**config.mk**
```make
export PLATFORM = sky130hd
export DESIGN_NAME = step_move_scheduler
export DESIGN_NICKNAME = d
export VERILOG_FILES = /design/src/rtl/step_ctrl_pkg.sv /design/src/rtl/step_period_timer.sv /design/src/rtl/step_move_scheduler.sv
export SDC_FILE = /design/constraint.sdc
export NUM_CORES = 1
export LEC_CHECK = 0
export BUFFER_PORTS_ARGS = -buffer_cell sky130_fd_sc_hd__buf_2
export CAP_MARGIN = 20
export CORE_UTILIZATION = 56
export CTS_CLUSTER_DIAMETER = 30
export DETAILED_ROUTE_END_ITERATION = 8
export PLACE_DENSITY = 0.81
export SLEW_MARGIN = 20
export SYNTH_ARGS = -nofsm -noshare
export SYNTH_HDL_FRONTEND = slang
export SYNTH_SLANG_ARGS = --single-unit
```
**constraint.sdc**
```tcl
create_clock -name clk -period 3.8 [get_ports clk]
set_input_delay 0.76 -clock clk [delete_from_list [all_inputs] [get_ports clk]]
set_output_delay 0.76 -clock clk [all_outputs]
set_load 0.02 [all_outputs]
```
**src/rtl/step_ctrl_pkg.sv**
```systemverilog
// Shared definitions for the stepper move sequencer: FSM state encoding,
// direction/mode line constants and the period clamp helper.
package step_ctrl_pkg;

    typedef enum logic [2:0] {
        IDLE   = 3'd0,
        ACCEL  = 3'd1,
        CRUISE = 3'd2,
        DECEL  = 3'd3,
        DONE   = 3'd4
    } state_t;

    // Level on the dir line for clockwise rotation.
    localparam logic DIR_CW    = 1'b1;
    // Level on the full_step line for full-step mode.
    localparam logic MODE_FULL = 1'b1;

    // Clamp arithmetic is done at this width; period widths up to 32 bits fit.
    localparam int CLAMP_W = 32;

    // Raise a period to at least the given floor.
    function automatic logic [CLAMP_W-1:0] clamp_period(
        input logic [CLAMP_W-1:0] value,
        input logic [CLAMP_W-1:0] floor
    );
        return (value < floor) ? floor : value;
    endfunction

endpackage

```
**src/rtl/step_period_timer.sv**
```systemverilog
// Loadable step-period down-counter. tick is high while the count sits at 1
// and the timer is running; on that edge the count reloads from period, so
// consecutive ticks are exactly 'period' cycles apart.
module step_period_timer #(
    parameter int PERIOD_W = 24
) (
    input  logic                clk,
    input  logic                rst,
    input  logic                load,
    input  logic                run,
    input  logic [PERIOD_W-1:0] period,
    output logic                tick
);
    logic [PERIOD_W-1:0] count_reg;

    assign tick = run && (count_reg == PERIOD_W'(1));

    // Count down while running; load at move start and reload on expiry.
    always_ff @(posedge clk) begin
        if (!rst) begin
            count_reg <= '0;
        end else if (load || tick) begin
            count_reg <= period;
        end else if (run) begin
            count_reg <= count_reg - PERIOD_W'(1);
        end
    end

endmodule

```
**src/rtl/step_move_scheduler.sv**
```systemverilog
// Move sequencer feeding the stepper phase state machine: accepts a move
// command, emits make_step strobes at the programmed period and tracks the
// absolute position. Build option: define STEP_RAMP_EN to enable the linear
// acceleration/deceleration ramp; without it moves run at the cruise period.
module step_move_scheduler
    import step_ctrl_pkg::*;
#(
    parameter int PERIOD_W   = 24,
    parameter int STEPS_W    = 16,
    parameter int POS_W      = 32,
    parameter int RAMP_DELTA = 1024
) (
    input  logic                    clk,
    input  logic                    rst,
    input  logic                    cmd_valid,
    output logic                    cmd_ready,
    input  logic [STEPS_W-1:0]      cmd_steps,
    input  logic                    cmd_dir,
    input  logic                    cmd_full,
    input  logic [PERIOD_W-1:0]     cfg_min_period,
    input  logic [PERIOD_W-1:0]     cfg_start_period,
    input  logic                    abort,
    output logic                    make_step,
    output logic                    dir,
    output logic                    full_step,
    output logic                    busy,
    output logic                    done,
    output logic [STEPS_W-1:0]      steps_left,
    output logic signed [POS_W-1:0] position
);
    // One extra bit so period +/- delta comparisons cannot overflow.
    localparam logic [PERIOD_W:0] DELTA_EXT = (PERIOD_W+1)'(RAMP_DELTA);

    state_t                  state_reg;
    logic                    dir_reg;
    logic                    full_reg;
    logic                    make_step_reg;
    logic                    done_reg;
    logic [STEPS_W-1:0]      steps_reg;
    logic signed [POS_W-1:0] pos_reg;
    logic [PERIOD_W-1:0]     min_period_reg;

    logic                    moving;
    logic                    accept;
    logic                    tick;
    logic [PERIOD_W-1:0]     min_clamped;
    logic [PERIOD_W-1:0]     start_clamped;
    logic [PERIOD_W-1:0]     timer_period;
    logic [STEPS_W-1:0]      steps_dec;
    logic [STEPS_W-1:0]      move_steps;
    logic signed [POS_W-1:0] step_mag;
    logic signed [POS_W-1:0] pos_stepped;
    state_t                  move_state;

    assign moving        = (state_reg == ACCEL) || (state_reg == CRUISE) || (state_reg == DECEL);
    assign accept        = (state_reg == IDLE) && cmd_valid;
    assign min_clamped   = PERIOD_W'(clamp_period(CLAMP_W'(cfg_min_period), CLAMP_W'(1)));
    assign start_clamped = PERIOD_W'(clamp_period(CLAMP_W'(cfg_start_period), CLAMP_W'(min_clamped)));
    assign steps_dec     = steps_reg - STEPS_W'(1);
    assign step_mag      = (full_reg == MODE_FULL) ? POS_W'(2) : POS_W'(1);
    assign pos_stepped   = (dir_reg == DIR_CW) ? pos_reg + step_mag : pos_reg - step_mag;

`ifdef STEP_RAMP_EN
    localparam state_t FIRST_MOVE_STATE = ACCEL;

    logic [STEPS_W-1:0]  ramp_cnt_reg;
    logic [STEPS_W-1:0]  ramp_after;
    logic [STEPS_W-1:0]  ramp_post;
    logic [PERIOD_W-1:0] start_period_reg;
    logic [PERIOD_W-1:0] period_reg;
    logic [PERIOD_W-1:0] period_after;
    state_t              state_after;

    // What one step leaves behind: next period, ramp count and moving state.
    always_comb begin
        period_after = period_reg;
        ramp_after   = ramp_cnt_reg;
        state_after  = state_reg;
        if (state_reg == ACCEL) begin
            ramp_after = ramp_cnt_reg + STEPS_W'(1);
            if ({1'b0, period_reg} <= {1'b0, min_period_reg} + DELTA_EXT) begin
                period_after = min_period_reg;
                state_after  = CRUISE;
            end else begin
                period_after = period_reg - DELTA_EXT[PERIOD_W-1:0];
            end
        end else if (state_reg == DECEL) begin
            ramp_after = (ramp_cnt_reg == '0) ? '0 : ramp_cnt_reg - STEPS_W'(1);
            if ({1'b0, period_reg} + DELTA_EXT >= {1'b0, start_period_reg}) begin
                period_after = start_period_reg;
            end else begin
                period_after = period_reg + DELTA_EXT[PERIOD_W-1:0];
            end
        end
        // Start slowing once the remaining steps only cover the ramp back down.
        if (((state_reg == ACCEL) || (state_reg == CRUISE)) && (steps_dec <= ramp_after)) begin
            state_after = DECEL;
        end
        if (steps_dec == '0) begin
            state_after = DONE;
        end
    end

    // Outcome of this edge while moving: a coincident step is counted before abort.
    always_comb begin
        move_steps = tick ? steps_dec : steps_reg;
        move_state = tick ? state_after : state_reg;
        ramp_post  = tick ? ramp_after : ramp_cnt_reg;
        if (abort && (move_state != DONE)) begin
            if (ramp_post == '0) begin
                move_state = DONE;
            end else begin
                move_state = DECEL;
                if (move_steps > ramp_post) begin
                    move_steps = ramp_post;
                end
            end
        end
    end

    assign timer_period = accept ? start_clamped : period_after;

    // Ramp bookkeeping: latch periods at accept, follow the ramp on every step.
    always_ff @(posedge clk) begin
        if (!rst) begin
            ramp_cnt_reg     <= '0;
            start_period_reg <= PERIOD_W'(1);
            period_reg       <= PERIOD_W'(1);
        end else if (accept) begin
            ramp_cnt_reg     <= '0;
            start_period_reg <= start_clamped;
            period_reg       <= start_clamped;
        end else if (moving) begin
            ramp_cnt_reg <= ramp_post;
            if (tick) begin
                period_reg <= period_after;
            end
        end
    end
`else
    localparam state_t FIRST_MOVE_STATE = CRUISE;

    // Constant-speed move: stop when the count runs out or on abort.
    always_comb begin
        move_steps = tick ? steps_dec : steps_reg;
        move_state = state_reg;
        if (tick && (steps_dec == '0)) begin
            move_state = DONE;
        end
        if (abort) begin
            move_state = DONE;
        end
    end

    assign timer_period = accept ? min_clamped : min_period_reg;

    logic unused_ramp;
    assign unused_ramp = ^{cfg_start_period, start_clamped, DELTA_EXT};
`endif

    step_period_timer #(
        .PERIOD_W (PERIOD_W)
    ) u_timer (
        .clk    (clk),
        .rst    (rst),
        .load   (accept),
        .run    (moving),
        .period (timer_period),
        .tick   (tick)
    );

    // Move FSM: accept in IDLE, step on timer ticks, one-cycle done on exit.
    always_ff @(posedge clk) begin
        if (!rst) begin
            state_reg      <= IDLE;
            dir_reg        <= DIR_CW;
            full_reg       <= MODE_FULL;
            make_step_reg  <= 1'b0;
            done_reg       <= 1'b0;
            steps_reg      <= '0;
            pos_reg        <= '0;
            min_period_reg <= PERIOD_W'(1);
        end else begin
            make_step_reg <= 1'b0;
            done_reg      <= 1'b0;
            case (state_reg)
                IDLE: begin
                    if (cmd_valid) begin
                        dir_reg        <= cmd_dir;
                        full_reg       <= cmd_full;
                        steps_reg      <= cmd_steps;
                        min_period_reg <= min_clamped;
                        state_reg      <= (cmd_steps == '0) ? DONE : FIRST_MOVE_STATE;
                    end
                end
                ACCEL, CRUISE, DECEL: begin
                    if (tick) begin
                        make_step_reg <= 1'b1;
                        pos_reg       <= pos_stepped;
                    end
                    steps_reg <= move_steps;
                    state_reg <= move_state;
                end
                DONE: begin
                    done_reg  <= 1'b1;
                    state_reg <= IDLE;
                end
                default: state_reg <= IDLE;
            endcase
        end
    end

    assign cmd_ready  = (state_reg == IDLE);
    assign busy       = moving;
    assign make_step  = make_step_reg;
    assign done       = done_reg;
    assign dir        = dir_reg;
    assign full_step  = full_reg;
    assign steps_left = steps_reg;
    assign position   = pos_reg;

endmodule

```
# Word-level counts from Yosys, hierarchy flattened
# Index checks and enable logic that the tools add are counted.
[totals]
reg_bits = 103
[op_classes]
n_lt_le_gt_ge = 1
add_sub_neg = 4
muxes = 16
n_reduce_logical = 17
eq_ne = 8
[ops]
columns = ["operator", "count"]
rows = [
  ["$mux 24", 4],
  ["$add 32x3->32", 1],
  ["$logic_not 16->1", 2],
  ["$mux 16", 2],
  ["$mux 32", 1],
  ["$pmux 16 s2", 1],
  ["$sub 32x3->32", 1],
  ["$eq 24x1->1 const B", 1],
  ["$lt 24x1->1 const B", 1],
  ["$sub 24x1->24 const B", 1],
  ["$sub 16x1->16 const B", 1],
  ["$mux 3", 4],
  ["$reduce_and 2->1", 4],
  ["$eq 3x2->1 const B", 2],
  ["$pmux 3 s2", 1],
  ["$ne 2x2->1 const B", 2],
  ["$reduce_bool 2->1", 2],
  ["$eq 3x1->1 const B", 1],
  ["$eq 3x3->1 const B", 1],
  ["$logic_and 1x1->1", 3],
  ["$logic_not 3->1", 1],
  ["$logic_or 1x1->1", 3],
  ["$ne 3x3->1 const B", 1],
  ["$reduce_and 3->1", 1],
  ["3 further kinds", 4],
]

# Depth between registers and ports, before layout
# Gate-level depths: netlist (run 1).
[logic_depth]
ltp_word = 8
mapped_depth = 12

# Modules after synthesis
# From an unflattened synthesis (run 1), not the netlist that was laid out.
[unflattened]
hier_cells = 757
hier_area_um2 = 6298.5
[by_module_without_submodules]
columns = ["module", "seq_area_each_um2", "area_per_inst_um2", "n_inst", "cells_each"]
rows = [
  ["step_move_scheduler", 1561.5, 4922.2, 1, 606],
  ["step_period_timer", 480.5, 1376.3, 1, 151],
]

# Worst setup path after synthesis (run 1)
# OpenSTA, ideal clock, no wires.
[synth_timing]
kind = "register -> register"
from = "register dir_reg (netlist: dir)"
to = "register pos_reg[28] (netlist: position[28])"
setup_slack_ps = 524
stages_incl_launch_ff = 12
required_ps = 3678
period_less_slack_ps = 3276
setup_time_ps = 122
arrival_ps = 3154
path_cell_list = "dfxtp_1 > inv_1 > ha_1 > a21oi_1 > o211ai_2 > a31oi_1 > o21ai_2 > or2_2 > a21boi_2 > nor4_2 > mux2i_1 > a311o_1"
[synth_via]
elab_chain_cells = 1
[synth_lines]
columns = ["element", "line", "rtl"]
rows = [
  ["from (decl)", "step_move_scheduler.sv:35", "logic dir_reg;"],
  ["from (signal assigned)", "step_move_scheduler.sv:189", "dir_reg <= cmd_dir;"],
  ["$mux 32", "step_move_scheduler.sv:61", "assign pos_stepped = (dir_reg == DIR_CW) ? pos_reg + step_mag : pos_reg - step_mag;"],
  ["to (signal assigned)", "step_move_scheduler.sv:199", "pos_reg <= pos_stepped;"],
  ["to (decl)", "step_move_scheduler.sv:40", "logic signed [POS_W-1:0] pos_reg;"],
]
# No other way between the ends.
# A chain may end at the register's enable or synchronous reset.

# Worst setup path in the final report (run 1)
# Same ends and word-level chain as after synthesis.

==> results of run 1 <==
==> cell families (layout without fill, tap and decap cells) <==
family / Yosys count / in the layout / synth area share [%]
buffers and inverters: 56 / 143 / 3.59
AO/OA/AOI/OAI: 253 / 253 / 25.0
flip-flops: 102 / 102 / 32.7
XOR/XNOR: 43 / 43 / 6.03
multiplexers: 6 / 6 / 0.962
adder cells (fa/ha/maj): 36 / 36 / 7.34
AND/OR/NAND/NOR: 317 / 317 / 24.4
==> metal layers <==
metal	share of wire [%]	GRT usage, %	up-vias	wire length (um)
met5	0	0	-	0
met4	1.5	8.32	0	234
met3	5.8	4.48	21	885
met2	47	44.2	164	7160
met1	46	37.5	2852	7110
li1	-	-	3105	-
==> per-stage QoR <==
stage	util, %	power (mW)
2_1_floorplan	-	1.67
3_3_place_gp	63.2	1.82
3_5_place_dp	63.2	1.83
4_1_cts	65.2	2.58
5_1_grt	65.2	2.71
6_report	65.2	2.57
==> layout make-up <==
cell class	instances	area, um^2
well taps	140	175
inverters	16	60.1
repair buffers	112	593
flip-flops and latches	102	2040
fillers	993	3770
clock buffers	10	128
clock inverters	5	85.1
multi-input cells	655	3990
==> synthesized netlist by cell type (3+ instances only) <==
cell type	number
sky130_fd_sc_hd__a211o_1	5
sky130_fd_sc_hd__a211oi_1	18
sky130_fd_sc_hd__a21o_1	15
sky130_fd_sc_hd__a21oi_1	106
sky130_fd_sc_hd__a22oi_1	5
sky130_fd_sc_hd__a31oi_1	11
sky130_fd_sc_hd__and3_1	6
sky130_fd_sc_hd__buf_2	8
sky130_fd_sc_hd__clkbuf_1	29
sky130_fd_sc_hd__dfxtp_1	102
sky130_fd_sc_hd__ha_1	35
sky130_fd_sc_hd__inv_1	15
sky130_fd_sc_hd__mux2i_1	6
sky130_fd_sc_hd__nand2_1	143
sky130_fd_sc_hd__nand2b_1	7
sky130_fd_sc_hd__nand3_1	20
sky130_fd_sc_hd__nand4_1	3
sky130_fd_sc_hd__nor2_1	60
sky130_fd_sc_hd__nor2b_1	4
sky130_fd_sc_hd__nor3_1	23
sky130_fd_sc_hd__nor3b_1	3
sky130_fd_sc_hd__nor4_1	16
sky130_fd_sc_hd__nor4_2	3
sky130_fd_sc_hd__o211ai_1	19
sky130_fd_sc_hd__o21a_1	3
sky130_fd_sc_hd__o21ai_0	41
sky130_fd_sc_hd__o21bai_1	3
sky130_fd_sc_hd__o221ai_1	4
sky130_fd_sc_hd__o22ai_1	5
sky130_fd_sc_hd__or2_2	4
sky130_fd_sc_hd__or3_1	7
sky130_fd_sc_hd__xnor2_1	27
sky130_fd_sc_hd__xor2_1	16
==> power by group through the flow <==
stage | Combinational, mW | Clock (mW) | Sequential [mW]
2_1_floorplan | 0.439 | 0 | 1.23
3_5_place_dp | 0.605 | 0 | 1.23
5_1_grt | 0.685 | 0.814 | 1.21
4_1_cts | 0.609 | 0.769 | 1.20
3_3_place_gp | 0.596 | 0 | 1.22
6_report | 0.614 | 0.758 | 1.20
==> tightest hold or removal path: stages (launching register included) <==
cell                      delay [ns]
sky130_fd_sc_hd__dfxtp_1        0.32
sky130_fd_sc_hd__nand2_1        0.05
sky130_fd_sc_hd__a21oi_1        0.05
==> final timing paths <==
check | startpoint | to | slack [ns]
worst max register to register | dir$_SDFFE_PN1P_ | position[28]$_SDFFE_PN0P_ | 0.60
worst min register to register | min_period_reg[4]$_SDFFE_PN0P_ | min_period_reg[4]$_SDFFE_PN0P_ | 0.46
worst min-delay path | min_period_reg[4]$_SDFFE_PN0P_ | min_period_reg[4]$_SDFFE_PN0P_ | 0.46
worst max-delay path | dir$_SDFFE_PN1P_ | position[28]$_SDFFE_PN0P_ | 0.60
==> impl_metrics.prom, run 1 <==
# TYPE chip_impl_metric gauge
chip_impl_metric{name="io_pins",unit=""} 124
chip_impl_metric{name="fin_area",unit="um^2"} 7070
chip_impl_metric{name="core_region_area",unit="um^2"} 10800
chip_impl_metric{name="tritoncts_num_sinks",unit=""} 102
chip_impl_metric{name="design.die.area",unit="um^2"} 11600
chip_impl_metric{name="cpPeakStageDelay",unit="ns"} 0.44
chip_impl_metric{name="worst_skew_pair.late_latency",unit="ns"} 0.38
chip_impl_metric{name="synthesized_area_per_cell",unit="um^2"} 7.68
chip_impl_info{name="crit_path_start_kind",value="flip-flop"} 1
chip_impl_metric{name="cp_max_fo",unit=""} 10
chip_impl_metric{name="syn_nets",unit=""} 919
chip_impl_metric{name="timing.final.setup_violations",unit=""} 0
chip_impl_metric{name="final_net_count",unit=""} 1002
chip_impl_metric{name="rows",unit=""} 38
chip_impl_metric{name="grt_max_degree",unit=""} 49
chip_impl_metric{name="cts-resized-gates",unit=""} 0
chip_impl_metric{name="layout-drive-gt1-share",unit="%"} 16.9
chip_impl_metric{name="gp_routability_congestion",unit=""} 0.874
chip_impl_info{name="run_status",value="finished, final reports clean"} 1
chip_impl_metric{name="routed_wirelength",unit="um"} 15400
chip_impl_info{name="critical_path.endpoint_type",value="flip-flop"} 1
chip_impl_metric{name="cts_htree_levels",unit=""} 3
chip_impl_info{name="most_common_flop_cell_mapped_by_yosys",value="sky130_fd_sc_hd__dfxtp_1"} 1
chip_impl_metric{name="grt_overflow",unit=""} 0
chip_impl_info{name="rsz0062_at_grt",value="false"} 1
chip_impl_metric{name="grt_pass1_vias",unit=""} 5481
chip_impl_metric{name="grt_antenna_before_repair",unit=""} 0
chip_impl_metric{name="worst_slack_on_hold_paths",unit="ns"} 0.459
chip_impl_metric{name="hold_depth",unit=""} 2
chip_impl_metric{name="synth.ff_latch_count",unit=""} 102
chip_impl_metric{name="grt_usage",unit="%"} 27.5
chip_impl_metric{name="critical_path_buf_inv_count",unit=""} 1
chip_impl_metric{name="postCtsHoldBufs",unit=""} 0
chip_impl_metric{name="preCtsSetupSlack",unit="ns"} 0.631
chip_impl_info{name="cts_tree",value="yes"} 1
chip_impl_metric{name="final_max_slew_viol_count",unit=""} 0
chip_impl_metric{name="switchingPower",unit="uW"} 832
chip_impl_metric{name="swShare",unit="%"} 32.3
chip_impl_info{name="critical_path_cell_by_cell",value="inv_1 -> ha_1 -> a21oi_1 -> o211ai_2 -> a31oi_1 -> o21ai_2 -> or2_2 -> a21boi_2 -> nor4_2 -> mux2i_1 -> a311o_1"} 1
chip_impl_metric{name="cts-buffers-inserted",unit=""} 9
chip_impl_metric{name="internal_power",unit="mW"} 1.74
chip_impl_metric{name="timing.fmax",unit="GHz"} 0.313
chip_impl_metric{name="layout_min_cycle_time",unit="ns"} 3.20
chip_impl_info{name="setup.worst_path.class",value="reg2reg"} 1
chip_impl_metric{name="drt_first_iter_violations",unit=""} 413
chip_impl_metric{name="cp.arrival",unit="ns"} 3.47
chip_impl_metric{name="power.combinational.fraction",unit="%"} 23.8
chip_impl_metric{name="largest_voltage_drop_on_the_vdd_net",unit="uV"} 397
chip_impl_metric{name="required",unit="ns"} 4.07
chip_impl_metric{name="initial_utilization",unit="%"} 57.6
chip_impl_metric{name="cts.repair_timing.setup_buffer_count",unit=""} 0
chip_impl_metric{name="fp.dieH",unit="um"} 108
chip_impl_metric{name="numPlacedInstances",unit=""} 1025
chip_impl_info{name="post_synth_main_area_contributors",value="sky130_fd_sc_hd__dfxtp_1, sky130_fd_sc_hd__nand2_1, sky130_fd_sc_hd__a21oi_1"} 1
chip_impl_metric{name="drcViolationCount",unit=""} 0
chip_impl_info{name="cts.root.buffer_cell",value="sky130_fd_sc_hd__clkbuf_8"} 1
chip_impl_metric{name="synth_seq_area_share",unit="%"} 32.7
chip_impl_metric{name="dp.final_hpwl",unit="um"} 11000
chip_impl_metric{name="clock_tree.buffer_depth",unit=""} 2
chip_impl_metric{name="die_width",unit="um"} 108
chip_impl_metric{name="hold_viol",unit=""} 0
chip_impl_info{name="path_delay_family",value="compound AO/OA/AOI/OAI gates"} 1
chip_impl_metric{name="ys_warnings",unit=""} 0
chip_impl_metric{name="routedWlPerCell",unit="um"} 14.8
chip_impl_info{name="layout.cells.most_common_list",value="sky130_fd_sc_hd__nand2_1, sky130_fd_sc_hd__a21oi_1, sky130_fd_sc_hd__dfxtp_1"} 1
chip_impl_metric{name="placed_area",unit="um^2"} 6860
chip_impl_metric{name="static-leakage-power",unit="nW"} 3.03
chip_impl_metric{name="ys_types",unit=""} 64
chip_impl_info{name="post-synth-top-area-cell",value="sky130_fd_sc_hd__dfxtp_1"} 1
chip_impl_metric{name="max_reg_flops",unit=""} 32
chip_impl_metric{name="vias_per_cell",unit=""} 5.91
chip_impl_metric{name="n_antenna_cell",unit=""} 0
chip_impl_metric{name="timing.final.ws_setup",unit="ns"} 0.602
chip_impl_metric{name="synth_edf_count",unit=""} 0
chip_impl_metric{name="first_pass_iters",unit=""} 4
chip_impl_metric{name="syn_area",unit="um^2"} 6240
chip_impl_metric{name="fin_crit_sh",unit="%"} 84.2
chip_impl_metric{name="asyncSetResetFlopFracSynth",unit="%"} 0
chip_impl_info{name="crit_slowest_cell",value="sky130_fd_sc_hd__dfxtp_1"} 1
chip_impl_metric{name="worst_slew_pin_slew",unit="ns"} 0.822
chip_impl_metric{name="synthToLayoutAreaGrowth",unit="%"} 13.3
chip_impl_metric{name="timing.setup.tns",unit="ns"} 0
chip_impl_metric{name="clk_pin_slew",unit="ns"} 0.09
chip_impl_metric{name="fin_skew",unit="ns"} 0.0135
chip_impl_metric{name="power_frac_seq",unit="%"} 46.7
chip_impl_metric{name="final_antenna_net_count",unit=""} 0
chip_impl_metric{name="post-synth-top-area-fraction",unit="%"} 32.7
chip_impl_metric{name="maxSlewHeadroom",unit="%"} 44.7
chip_impl_info{name="layout.cells.most_common",value="sky130_fd_sc_hd__nand2_1"} 1
chip_impl_metric{name="r2r.worst_path.cells",unit=""} 11
chip_impl_info{name="hold_class",value="reg2reg"} 1
chip_impl_metric{name="power_density",unit="nW/um^2"} 364
chip_impl_metric{name="instances_no_fill",unit=""} 1040
chip_impl_metric{name="portBuffers",unit=""} 99
chip_impl_metric{name="wire_length_of_the_first_global_routing_pass",unit="um"} 25500
chip_impl_metric{name="instance_count_of_the_mapped_netlist",unit=""} 813
chip_impl_metric{name="max-cap-violations",unit=""} 0
chip_impl_metric{name="share_clk_of_total_power",unit="%"} 29.4
chip_impl_metric{name="detailroute.via_count",unit=""} 6142
chip_impl_metric{name="worst-path-stages",unit=""} 11
Note: power is estimated with default switching activity, not from simulation.
==> run 2, diff against run 1 <==
--- a/config.mk
+++ b/config.mk
@@ -5,9 +5,10 @@
 export SDC_FILE = /design/constraint.sdc
 export NUM_CORES = 1
 export LEC_CHECK = 0
+export ABC_AREA = 1
 export BUFFER_PORTS_ARGS = -buffer_cell sky130_fd_sc_hd__buf_2
 export CAP_MARGIN = 20
-export CORE_UTILIZATION = 56
+export CORE_UTILIZATION = 57
 export CTS_CLUSTER_DIAMETER = 30
 export DETAILED_ROUTE_END_ITERATION = 8
 export PLACE_DENSITY = 0.81
==> constraint.sdc (replaced) <==
create_clock -name clk -period 3.2 [get_ports clk]
set_input_delay 0.64 -clock clk [delete_from_list [all_inputs] [get_ports clk]]
set_output_delay 0.64 -clock clk [all_outputs]
set_load 0.02 [all_outputs]
==> run 2 against run 1 <==
  * Clock skew fell by 0.0045 ns
  * Wire length rose by 26%
  * Power rose by 34%
  * Final cell count rose by 36%
  * Sequential cell count did not move
  * Global-route usage rose by 2.7 points
  * Sequential power rose by 18%
  * Design area rose by 14%
  * Count of clock-buffer cells in the layout rose by 1
  * Non-clock buffer count rose by 2
  * Critical path type unchanged
==> impl_metrics.prom, run 2 <==
# TYPE chip_impl_metric gauge
chip_impl_metric{name="synth_seq_area_share",unit="%"} 28.7
chip_impl_metric{name="cpPeakStageDelay",unit="ns"} 0.70
chip_impl_info{name="hold_class",value="reg2reg"} 1
chip_impl_metric{name="asyncSetResetFlopFracSynth",unit="%"} 0
chip_impl_metric{name="clk_pin_slew",unit="ns"} 0.07
chip_impl_metric{name="grt_pass1_vias",unit=""} 6633
chip_impl_metric{name="maxSlewHeadroom",unit="%"} 41.3
chip_impl_metric{name="post-synth-top-area-fraction",unit="%"} 28.7
chip_impl_metric{name="cts.repair_timing.setup_buffer_count",unit=""} 0
chip_impl_metric{name="fin_crit_sh",unit="%"} 89.6
chip_impl_info{name="post_synth_main_area_contributors",value="sky130_fd_sc_hd__dfxtp_1, sky130_fd_sc_hd__nand2_1, sky130_fd_sc_hd__nor2_1"} 1
chip_impl_info{name="most_common_flop_cell_mapped_by_yosys",value="sky130_fd_sc_hd__dfxtp_1"} 1
chip_impl_metric{name="clock_tree.buffer_depth",unit=""} 2
chip_impl_metric{name="die_width",unit="um"} 114
chip_impl_metric{name="fin_area",unit="um^2"} 8050
chip_impl_metric{name="first_pass_iters",unit=""} 5
chip_impl_metric{name="initial_utilization",unit="%"} 58.8
chip_impl_metric{name="ff2ff_setup_slack",unit="ns"} 0.33
chip_impl_metric{name="syn_area",unit="um^2"} 7120
chip_impl_info{name="layout.cells.most_common",value="sky130_fd_sc_hd__nand2_1"} 1
chip_impl_metric{name="routed_wirelength",unit="um"} 19300
chip_impl_metric{name="ys_warnings",unit=""} 0
chip_impl_metric{name="cp_max_fo",unit=""} 19
chip_impl_metric{name="postCtsHoldBufs",unit=""} 0
chip_impl_metric{name="dp.final_hpwl",unit="um"} 14700
chip_impl_metric{name="synth_edf_count",unit=""} 0
chip_impl_metric{name="timing.final.setup_violations",unit=""} 0
chip_impl_metric{name="drcViolationCount",unit=""} 0
chip_impl_metric{name="grt_antenna_before_repair",unit=""} 0
chip_impl_metric{name="synth.ff_latch_count",unit=""} 102
chip_impl_metric{name="cp.arrival",unit="ns"} 3.12
chip_impl_metric{name="design.die.area",unit="um^2"} 12900
chip_impl_metric{name="fin_skew",unit="ns"} 0.00899
chip_impl_metric{name="final_antenna_net_count",unit=""} 0
chip_impl_metric{name="layout_min_cycle_time",unit="ns"} 2.87
chip_impl_metric{name="largest_voltage_drop_on_the_vdd_net",unit="uV"} 221
chip_impl_metric{name="detailroute.via_count",unit=""} 7668
chip_impl_metric{name="timing.setup.tns",unit="ns"} 0
chip_impl_metric{name="grt_overflow",unit=""} 0
chip_impl_info{name="min_to",value="done$_SDFF_PN0_"} 1
chip_impl_metric{name="drt_first_iter_violations",unit=""} 603
chip_impl_info{name="crit_path_start_kind",value="flip-flop"} 1
chip_impl_info{name="run_status",value="finished, final reports clean"} 1
chip_impl_metric{name="fp.dieH",unit="um"} 114
chip_impl_info{name="regToRegEndpoint",value="position[21]$_SDFFE_PN0P_"} 1
chip_impl_info{name="post-synth-top-area-cell",value="sky130_fd_sc_hd__dfxtp_1"} 1
chip_impl_metric{name="grt_max_degree",unit=""} 51
chip_impl_metric{name="timing.fmax",unit="GHz"} 0.349
chip_impl_metric{name="power_density",unit="nW/um^2"} 427
chip_impl_info{name="cts.root.buffer_cell",value="sky130_fd_sc_hd__clkbuf_16"} 1
chip_impl_metric{name="hold_viol",unit=""} 0
chip_impl_metric{name="synthToLayoutAreaGrowth",unit="%"} 13.1
chip_impl_info{name="crit_slowest_cell",value="sky130_fd_sc_hd__o21ai_0"} 1
chip_impl_metric{name="worst_slew_pin_slew",unit="ns"} 0.871
chip_impl_metric{name="layout-drive-gt1-share",unit="%"} 12.1
chip_impl_metric{name="vias_per_cell",unit=""} 5.42
chip_impl_metric{name="routedWlPerCell",unit="um"} 13.7
chip_impl_metric{name="rows",unit=""} 40
chip_impl_metric{name="max-cap-violations",unit=""} 0
chip_impl_info{name="timing.rr.start",value="dir$_SDFFE_PN1P_"} 1
chip_impl_metric{name="r2r.worst_path.cells",unit=""} 11
chip_impl_metric{name="ys_types",unit=""} 42
chip_impl_metric{name="io_pins",unit=""} 124
chip_impl_metric{name="final_net_count",unit=""} 1348
chip_impl_metric{name="cts_htree_levels",unit=""} 3
chip_impl_metric{name="tritoncts_num_sinks",unit=""} 102
chip_impl_info{name="rsz0062_at_grt",value="false"} 1
chip_impl_info{name="hold_wc_startpoint",value="state_reg[1]$_SDFFE_PN0P_"} 1
chip_impl_metric{name="core_region_area",unit="um^2"} 12100
chip_impl_metric{name="cts-buffers-inserted",unit=""} 9
chip_impl_metric{name="hold_depth",unit=""} 1
chip_impl_metric{name="required",unit="ns"} 3.46
chip_impl_info{name="layout.cells.most_common_list",value="sky130_fd_sc_hd__nand2_1, sky130_fd_sc_hd__nor2_1, sky130_fd_sc_hd__inv_1"} 1
chip_impl_metric{name="static-leakage-power",unit="nW"} 4.08
chip_impl_info{name="critical_path.endpoint_type",value="flip-flop"} 1
chip_impl_metric{name="portBuffers",unit=""} 99
chip_impl_metric{name="wire_length_of_the_first_global_routing_pass",unit="um"} 31400
chip_impl_metric{name="worst_skew_pair.late_latency",unit="ns"} 0.36
chip_impl_metric{name="max_reg_flops",unit=""} 32
chip_impl_metric{name="synthesized_area_per_cell",unit="um^2"} 6.18
chip_impl_metric{name="instance_count_of_the_mapped_netlist",unit=""} 1152
chip_impl_info{name="critical_path_cell_by_cell",value="inv_1 -> ha_1 -> nand2_1 -> nor2_1 -> nand2_1 -> o21ai_0 -> nand3_1 -> nand3_1 -> nand3_1 -> nand2_1 -> inv_1"} 1
chip_impl_info{name="synthTopCellsByCount",value="sky130_fd_sc_hd__nand2_1, sky130_fd_sc_hd__nor2_1, sky130_fd_sc_hd__inv_1, sky130_fd_sc_hd__dfxtp_1, sky130_fd_sc_hd__a21oi_1"} 1
chip_impl_metric{name="placed_area",unit="um^2"} 7780
chip_impl_metric{name="grt_usage",unit="%"} 30.1
chip_impl_metric{name="syn_nets",unit=""} 1258
chip_impl_metric{name="cts-resized-gates",unit=""} 0
chip_impl_info{name="synth.most_common_cell",value="sky130_fd_sc_hd__nand2_1"} 1
chip_impl_metric{name="gp_routability_congestion",unit=""} 0.980
chip_impl_info{name="cts_tree",value="yes"} 1
chip_impl_metric{name="final_max_slew_viol_count",unit=""} 0
chip_impl_metric{name="n_antenna_cell",unit=""} 0
chip_impl_info{name="setup.worst_path.class",value="reg2reg"} 1
==> run 2: changes by cell type in the layout (fill, tap and decap cells not counted), sizes merged, moves of 16 or more <==
cell / before / now
nand3: 20 / 62
xnor2: 27 / 10
nor2: 60 / 190
a21oi: 106 / 90
o21ai: 44 / 96
nand2: 144 / 265
inv: 15 / 162
==> run 2: logic make-up (layout without fill, tap and decap cells) <==
family | after synthesis | in the layout | synth area share [%]
adder cells (fa/ha/maj) | 36 | 36 | 6.43
AND/OR/NAND/NOR | 564 | 564 | 32.8
flip-flops | 102 | 102 | 28.7
AO/OA/AOI/OAI | 231 | 231 | 18.1
buffers and inverters | 194 | 289 | 10.9
XOR/XNOR | 25 | 25 | 3.07
==> run 2: routing by layer <==
layer / vias to the layer above / track usage, % / share of wire (%) / wire (um)
li1: 3917 / - / - / -
met1: 3454 / 43.7 / 49 / 9410
met2: 273 / 47.1 / 43 / 8340
met3: 24 / 3.67 / 6.7 / 1290
met4: 0 / 8.23 / 1.5 / 284
met5: - / 0 / 0 / 0
==> run 2: final cells by class <==
class,instances,area (um^2)
Timing Repair Buffer,114,621
Clock buffer,11,233
Inverter,159,597
Tap cell,168,210
Multi-Input combinational cell,856,4310
Sequential cell,102,2040
Clock inverter,5,41.3
Fill cell,1215,4060
==> run 2: per-stage QoR <==
stage               cells  setup WS [ns]  util (%)  hold WS (ns)  power [mW]
floorplan            1152          0.710         -         0.448        2.16
global placement     1399          0.462      64.2         0.467        2.38
detailed placement   1399          0.456      64.2         0.476        2.40
CTS                  1415          0.451      66.5         0.495        3.44
global route         1415         0.0951      66.5         0.517        3.65
finish               1415          0.334      66.5         0.496        3.44
==> run 2: worst max path at each step <==
| stage | start | endpoint | slack (ns) | cells after the start |
|---|---|---|---|---|
| floorplan | dir$_SDFFE_PN1P_ | position[21]$_SDFFE_PN0P_ | 0.71 | 11 |
| global placement | dir$_SDFFE_PN1P_ | position[29]$_SDFFE_PN0P_ | 0.46 | 11 |
| detailed placement | dir$_SDFFE_PN1P_ | position[21]$_SDFFE_PN0P_ | 0.46 | 11 |
| CTS | dir$_SDFFE_PN1P_ | position[21]$_SDFFE_PN0P_ | 0.45 | 11 |
| global route | dir$_SDFFE_PN1P_ | position[29]$_SDFFE_PN0P_ | 0.1 | 13 |
| finish | dir$_SDFFE_PN1P_ | position[21]$_SDFFE_PN0P_ | 0.33 | 11 |
==> run 2: report_power, final <==
part           internal, mW  switching, mW  total (mW)
clock network         0.539          0.516        1.05
registers              1.35         0.0704        1.42
logic                 0.320          0.646       0.965
==> run 2: critical path: cells and delay by family (launching register included) <==
kind / cells / cell delay, ns
and+or+nand+nor: 7 / 0.89
AOI/OAI and AO/OA: 1 / 0.70
buffers and inverters: 2 / 0.53
adders and majority gates: 1 / 0.32
DFF: 1 / 0.31
